==> src/rtl/instr_fetch_unit.sv <==
// ---------------------------------------------------------------------------
// instr_fetch_unit
//   Upstream fetch stage of the RV32I core. It holds the PC and fetches one
//   instruction at a time over a req/ack instruction-memory port. Each
//   instruction is presented to the Controller for one execute cycle, or
//   longer while stall is high. The unit then commits the next PC that the
//   Controller's PCSrc selects.
//
// Ports
//   clk          in   rising-edge system clock
//   rst_n        in   synchronous reset, active-low
//   pc_src       in   2   00 PC+4, 01 JALR (alu_res), 10 PC+imm_ext, 11 PC+4
//   imm_ext      in   XLEN sign-extended immediate
//   alu_res      in   XLEN JALR target (rs1+imm)
//   stall        in   hold the current instruction in EXEC
//   imem_ack     in   imem_rdata valid this cycle
//   imem_rdata   in   32  instruction word
//   imem_req     out  fetch request, held until imem_ack
//   imem_addr    out  XLEN fetch address (= pc)
//   instr        out  32  latched instruction register
//   opc/f3/f7    out  decode fields of instr
//   instr_valid  out  instr is executing this cycle
//   pc           out  XLEN PC of instr
//   pc_plus4     out  XLEN link value pc+4
//   misalign     out  sticky: committed target was misaligned, unit halted
//   retired      out  32  count of committed instructions
// ---------------------------------------------------------------------------
module instr_fetch_unit #(
  parameter int unsigned     XLEN     = 32,
  parameter logic [XLEN-1:0] RESET_PC = '0
) (
  input  logic            clk,
  input  logic            rst_n,
  input  logic [1:0]      pc_src,
  input  logic [XLEN-1:0] imm_ext,
  input  logic [XLEN-1:0] alu_res,
  input  logic            stall,
  input  logic            imem_ack,
  input  logic [31:0]     imem_rdata,
  output logic            imem_req,
  output logic [XLEN-1:0] imem_addr,
  output logic [31:0]     instr,
  output logic [6:0]      opc,
  output logic [2:0]      f3,
  output logic [6:0]      f7,
  output logic            instr_valid,
  output logic [XLEN-1:0] pc,
  output logic [XLEN-1:0] pc_plus4,
  output logic            misalign,
  output logic [31:0]     retired
);

  localparam logic [31:0] NOP = 32'h0000_0013;

  typedef enum logic [1:0] {
    S_IDLE  = 2'd0,
    S_FETCH = 2'd1,
    S_EXEC  = 2'd2,
    S_HALT  = 2'd3
  } state_e;

  state_e          state_q, state_d;
  logic [XLEN-1:0] pc_q, pc_d;
  logic [31:0]     instr_q, instr_d;
  logic            misalign_q, misalign_d;
  logic [31:0]     retired_q, retired_d;
  logic [XLEN-1:0] next_pc;

  // PC selection; all additions wrap modulo 2^XLEN without any flag.
  // The reserved encoding 11 falls back to sequential flow.
  function automatic logic [XLEN-1:0] calc_next_pc(
    input logic [1:0]      src,
    input logic [XLEN-1:0] cur_pc,
    input logic [XLEN-1:0] imm,
    input logic [XLEN-1:0] alu
  );
    logic [XLEN-1:0] res;
    case (src)
      2'b01:   res = {alu[XLEN-1:1], 1'b0};
      2'b10:   res = cur_pc + imm;
      default: res = cur_pc + XLEN'(4);
    endcase
    return res;
  endfunction

  assign next_pc = calc_next_pc(pc_src, pc_q, imm_ext, alu_res);

  always_ff @(posedge clk) begin
    if (!rst_n) begin
      state_q    <= S_IDLE;
      pc_q       <= RESET_PC;
      instr_q    <= NOP;
      misalign_q <= 1'b0;
      retired_q  <= '0;
    end else begin
      state_q    <= state_d;
      pc_q       <= pc_d;
      instr_q    <= instr_d;
      misalign_q <= misalign_d;
      retired_q  <= retired_d;
    end
  end

  always_comb begin
    state_d    = state_q;
    pc_d       = pc_q;
    instr_d    = instr_q;
    misalign_d = misalign_q;
    retired_d  = retired_q;
    case (state_q)
      // One bubble after reset release; an ack here is never sampled.
      S_IDLE: state_d = S_FETCH;
      S_FETCH: begin
        if (imem_ack) begin
          instr_d = imem_rdata;
          state_d = S_EXEC;
        end
      end
      S_EXEC: begin
        if (!stall) begin
          // A misaligned target still counts as a retired instruction,
          // but the PC stays on the offending instruction.
          retired_d = retired_q + 32'd1;
          if (next_pc[1:0] != 2'b00) begin
            misalign_d = 1'b1;
            state_d    = S_HALT;
          end else begin
            pc_d    = next_pc;
            state_d = S_FETCH;
          end
        end
      end
      S_HALT:  state_d = S_HALT;
      default: state_d = S_IDLE;
    endcase
  end

  assign imem_req    = (state_q == S_FETCH);
  assign instr_valid = (state_q == S_EXEC);
  assign imem_addr   = pc_q;
  assign pc          = pc_q;
  assign pc_plus4    = pc_q + XLEN'(4);
  assign instr       = instr_q;
  assign opc         = instr_q[6:0];
  assign f3          = instr_q[14:12];
  assign f7          = instr_q[31:25];
  assign misalign    = misalign_q;
  assign retired     = retired_q;

endmodule

==> config.mk <==
export PLATFORM = sky130hd
export DESIGN_NAME = instr_fetch_unit
export DESIGN_NICKNAME = d
export VERILOG_FILES = /design/src/rtl/instr_fetch_unit.sv
export SDC_FILE = /design/constraint.sdc
export NUM_CORES = 1
export LEC_CHECK = 0
export CORE_MARGIN = 2
export CORE_UTILIZATION = 45
export CTS_BUF_LIST = sky130_fd_sc_hd__clkbuf_4
export DETAILED_ROUTE_END_ITERATION = 12
export GPL_TIMING_DRIVEN = 0
export PLACE_DENSITY_LB_ADDON = 0.3
export SLEW_MARGIN = 15
export SYNTH_ARGS = -nofsm -noshare
export SYNTH_HDL_FRONTEND = slang
export SYNTH_SLANG_ARGS = --single-unit
==> constraint.sdc <==
create_clock -name clk -period 3.82 [get_ports clk]
set_input_delay 0.382 -clock clk [delete_from_list [all_inputs] [get_ports clk]]
set_output_delay 0.382 -clock clk [all_outputs]
set_load 0.1 [all_outputs]
After elaboration in Yosys (flattened, before gate mapping)
Index checks and enable logic that the tools add are counted.

storage, ports and cells
  register bits = 99
  word-level logic and storage cells = 29

cells by class
  eq/ne operators = 7
  reductions and logical operators = 7
  bitwise logic cells = 2
  add/subtract/negate cells = 3
  multiplexer cells = 5

operators by type and width
  kind                     count
  $pmux W32 S2             1
  $add A32 B1 Y32 const B  1
  $add A32 B3 Y32 const B  1
  $add A32 B32 Y32         1
  $pmux W2 S4              1
  $eq A2 B2 Y1 const B     3
  $mux W2                  3
  $reduce_and A2 Y1        3
  $reduce_and A3 Y1        2
  $eq A2 B1 Y1 const B     2
  $ne A2 B2 Y1 const B     2
  $logic_not A2 Y1         1
  $not A1 Y1               2
  $reduce_bool A2 Y1       1

Logic depth before layout (Yosys ltp)
  depth in word-level cells = 6
  mapped depth = 13
  gate-level depth less buffers = 11

Least setup slack after synthesis
No wires, ideal clock.

  path kind = register to register
  from = reg pc_q[2], in the netlist imem_addr[2]
  to = reg pc_q[24], in the netlist imem_addr[24]
  setup slack = -987 ps
  arrival = 4722 ps
  clock period less this slack = 4807 ps
  setup time = 85 ps
  cell stages (with the launch flop) = 10
  cells stage by stage = dfxtp_1 -> ha_1 -> nand3_2 -> nor4_2 -> nand2_1 -> nor2_4 -> nand3_1 -> xnor2_1 -> a22oi_1 -> o221ai_1

between the ends
  cells in the longest elaborated chain, start to end = 2

ends and longest elaborated chain
  what                    RTL line  source
  from (decl)             63        logic [XLEN-1:0] pc_q, pc_d;
  from (signal assigned)  97        pc_q <= pc_d;
  $add A32 B3 Y32         n/a
  net pc_plus4[24]        48        output logic [XLEN-1:0] pc_plus4,
  $pmux W32 S2            78        case (src)

The timed path passes the listed nets, and every way through them passes these cells.
A chain may end at the register's enable or synchronous reset.

Final worst setup path
  from = reg pc_q[5], in the netlist imem_addr[5]
  to = out pc_plus4[31]

between the ends
  cells in the longest elaborated chain, start to end = 1

ends and longest elaborated chain
  what             RTL line  source
  $add A32 B3 Y32  142       assign pc_plus4 = pc_q + XLEN'(4);
  to (decl)        48

No other way between the ends.

==> impl_metrics.ini <==
[final_layout]
syn_to_final_growth_pct = 47.2
fin_cells = 1426
stdcell_area_mm2 = 0.0105
final_nets = 1343
drive_above_1_share_pct = 10.0
fill_cells = 1358

[clock_network]
tritoncts = done
cts_hold_buf = 0
cts_buffers = 9
clock_latency_ps = 470
htreeDepth = 3
cts_root_buf = clkbuf_4
post_cts_buffers = 0
clk_pin_slew_ps = 170
cts.sinks = 99
ctsLongestPathBuffers = 2

[timing]
setup_violations = 0
relSlewSlack_pct = 32.2
slew_violations = 0
fmax_mhz = 271
hold_viol = 0
period_share_pct = 96.8
period_needed_ps = 3700
timing_worst_slew_pin_value_ps = 1010
tns_ps = 0
finClkSkew_ps = 16.5

[synthesis]
syn_area_mm2 = 0.00713
avgSynthCellArea_um2 = 7.80
synthDistinctLibCells = 68
synth_fp_nets = 1053
synthFlopType = dfxtp_1
synth_edf_count = 0
yosysSeqAreaShare_pct = 27.8
syn-instance-count = 915
ys_top_cells_by_area = dfxtp_1 28%, nand2_1 6.8%, xnor2_1 6.5%
synth_area_leader_cell = dfxtp_1
async_reset_ff_share_pct = 0
synth_seq_cells = 99
yosysWarningCount = 0
synth_top_area_share_pct = 27.8

[power]
p_sw_uw = 977
p_int_uw = 1540
p_leak_uw = 0.00421
p_comb_share_pct = 33.3
pwr-share-seq_pct = 43.1
power_density_mw_per_mm2 = 240
ir_drop_mv = 0.154
swShare_pct = 38.8
clkPwrFrac_pct = 23.6

[worst_setup_path]
path_max_fanout = 8
worstSetupStartpointType = flip-flop
crit_arrival_ps = 3310
cp_data_required_time_ps = 3440
crit_type = reg -> out
end_kind = output port

[grt]
grt_usage_pct = 29.5
antenna_found_initial = 1
grt_start_max_net_pins = 17
grt_overflow = 0
grt_pass1_wl_um = 38900
grt_pass1_vias = 7433

[drt]
vias = 7922
drtPass1Iterations = 5
vias_per_cell = 5.56
wl_um = 25900
drc = 0
drtAntennaViolNets = 0
routedWlPerCell_um = 18.2
drt_first_iter_violations = 581

[placement]
placed_area_mm2 = 0.0104
dp_cells = 1410
port_buffers = 279
place_congestion = 0.970
hpwl_um = 20300

[floorplanning]
die_h_um = 130
rows = 46
pin_count = 282
dieArea_mm2 = 0.0169
die_w_um = 130
start_util_pct = 45.4
core_mm2 = 0.0157

[job]
cap_viol_max_count = 0

[hold_path]
hold_class = in -> reg

[status]
run_status = complete, no violations
power by group through the flow:
| stage | sequential [µW] | combinational, µW | clock (µW) |
|---|---|---|---|
| final | 1080 | 839 | 593 |
| after global routing | 1090 | 877 | 638 |
| after CTS | 1080 | 833 | 604 |
| after detailed placement | 1110 | 831 | 0 |
| after global placement | 1110 | 825 | 0 |
| after floorplan | 1260 | 391 | 0 |
cells in the mapped netlist (all sizes together) (5+ instances only):
cell type	number
nor3	15
a221oi	5
a31o	5
and2	33
o211ai	7
a31oi	10
a22oi	7
nand3	47
o21ai	50
inv	15
nand2	129
ha	35
o21a	5
or3	7
nor2	41
a21oi	52
a21o	17
a211oi	9
o31ai	6
nand4	12
xor2	29
buf	54
xnor2	53
and4	5
o221ai	8
clkbuf	49
dfxtp	99
nor2b	11
o21bai	5
a21boi	39
and3	18
cells in the final DEF, fill, tap and decap left out, types with 7 or more instances in the layout:
master | netlist | layout
clkdlybuf4s50_1 | 0 | 260
nand2_1 | 129 | 129
dfxtp_1 | 99 | 97
buf_4 | 51 | 56
a21oi_1 | 51 | 51
clkbuf_1 | 49 | 49
nand3_1 | 46 | 46
o21ai_0 | 41 | 41
xnor2_1 | 53 | 39
a21boi_0 | 39 | 39
nor2_1 | 39 | 37
ha_1 | 35 | 35
and2_1 | 33 | 33
xor2_1 | 29 | 26
and3_1 | 18 | 18
a21o_1 | 17 | 17
inv_1 | 15 | 15
nor3_1 | 15 | 15
nand4_1 | 12 | 12
xnor2_2 | 0 | 11
nor2b_1 | 11 | 11
clkbuf_4 | 0 | 11
a31oi_1 | 10 | 10
o221ai_1 | 8 | 8
a22oi_1 | 7 | 7
area by class of cell:
type / instances / area [µm²] / area share, %
Multi-Input combinational cell: 698 / 4700 / 44.7
Buffer: 103 / 582 / 5.54
Antenna cell: 1 / 2.50 / 0.0238
Clock inverter: 5 / 62.6 / 0.596
Tap cell: 216 / 270 / 2.57
Timing Repair Buffer: 279 / 2770 / 26.4
Clock buffer: 10 / 75.1 / 0.715
Sequential cell: 99 / 1980 / 18.9
Inverter: 15 / 56.3 / 0.536
per-layer routing:
layer / wire (µm) / track usage (%) / vias to the layer above
met5: 0 / 0 / -
met4: 824 / 12.2 / 0
met1: 10700 / 38.7 / 3697
met2: 12400 / 48.9 / 387
li1: - / - / 3776
met3: 1960 / 4.06 / 62
worst max-delay path, stage by stage, from the launching register on:
cell,delay (ps)
dfxtp_1,550
nand4_1,330
nor2_2,340
nand3_1,330
nor2_2,340
nand3_1,200
nor2_2,260
xor2_4,170
buf_4,320
stage by stage:
stage / util (%) / setup WS, ps / hold WS, ps / total power (µW)
after floorplan: - / -49.0 / 462 / 1650
after global placement: 66.0 / -374 / 450 / 1930
after detailed placement: 66.0 / -361 / 457 / 1940
after CTS: 66.7 / 16.1 / 424 / 2520
after global routing: 66.8 / -0.559 / 440 / 2600
final: 66.8 / 124 / 437 / 2520
what timing repair did:
action / in CTS / in global routing
pin swaps: 0 / 1
gates resized for setup: 67 / 9
endpoints found under the setup margin: 17 / 18
flip-flops by register name, indices dropped and copies added (netlist names):
name       flops
misalign       1
instr         32
retired       32
state_q        2
imem_addr     32
worst paths after layout:
path                        startpoint                    endpoint  slack [ps]  depth (start not counted)
min reg2reg     instr[18]$_SDFFE_PN0P_      instr[18]$_SDFFE_PN0P_         470                          2
max          imem_addr[5]$_SDFFE_PN0P_                pc_plus4[31]         120                          8
min                     imem_rdata[12]      instr[12]$_SDFFE_PN0P_         440                          3
max reg2reg  imem_addr[0]$_SDFFE_PN0P_  imem_addr[20]$_SDFFE_PN0P_         450                         12
cell families after synthesis:
family / after synthesis / share of synthesized area, %
XOR/XNOR: 82 / 10.1
multiplexers: 1 / 0.140
AO/OA/AOI/OAI: 251 / 24.3
flip-flops: 99 / 27.8
AND/OR/NAND/NOR: 328 / 22.3
buffers and inverters: 118 / 8.95
adder cells (fa/ha/maj): 36 / 6.42
Note: power is estimated with default switching activity, not from simulation.
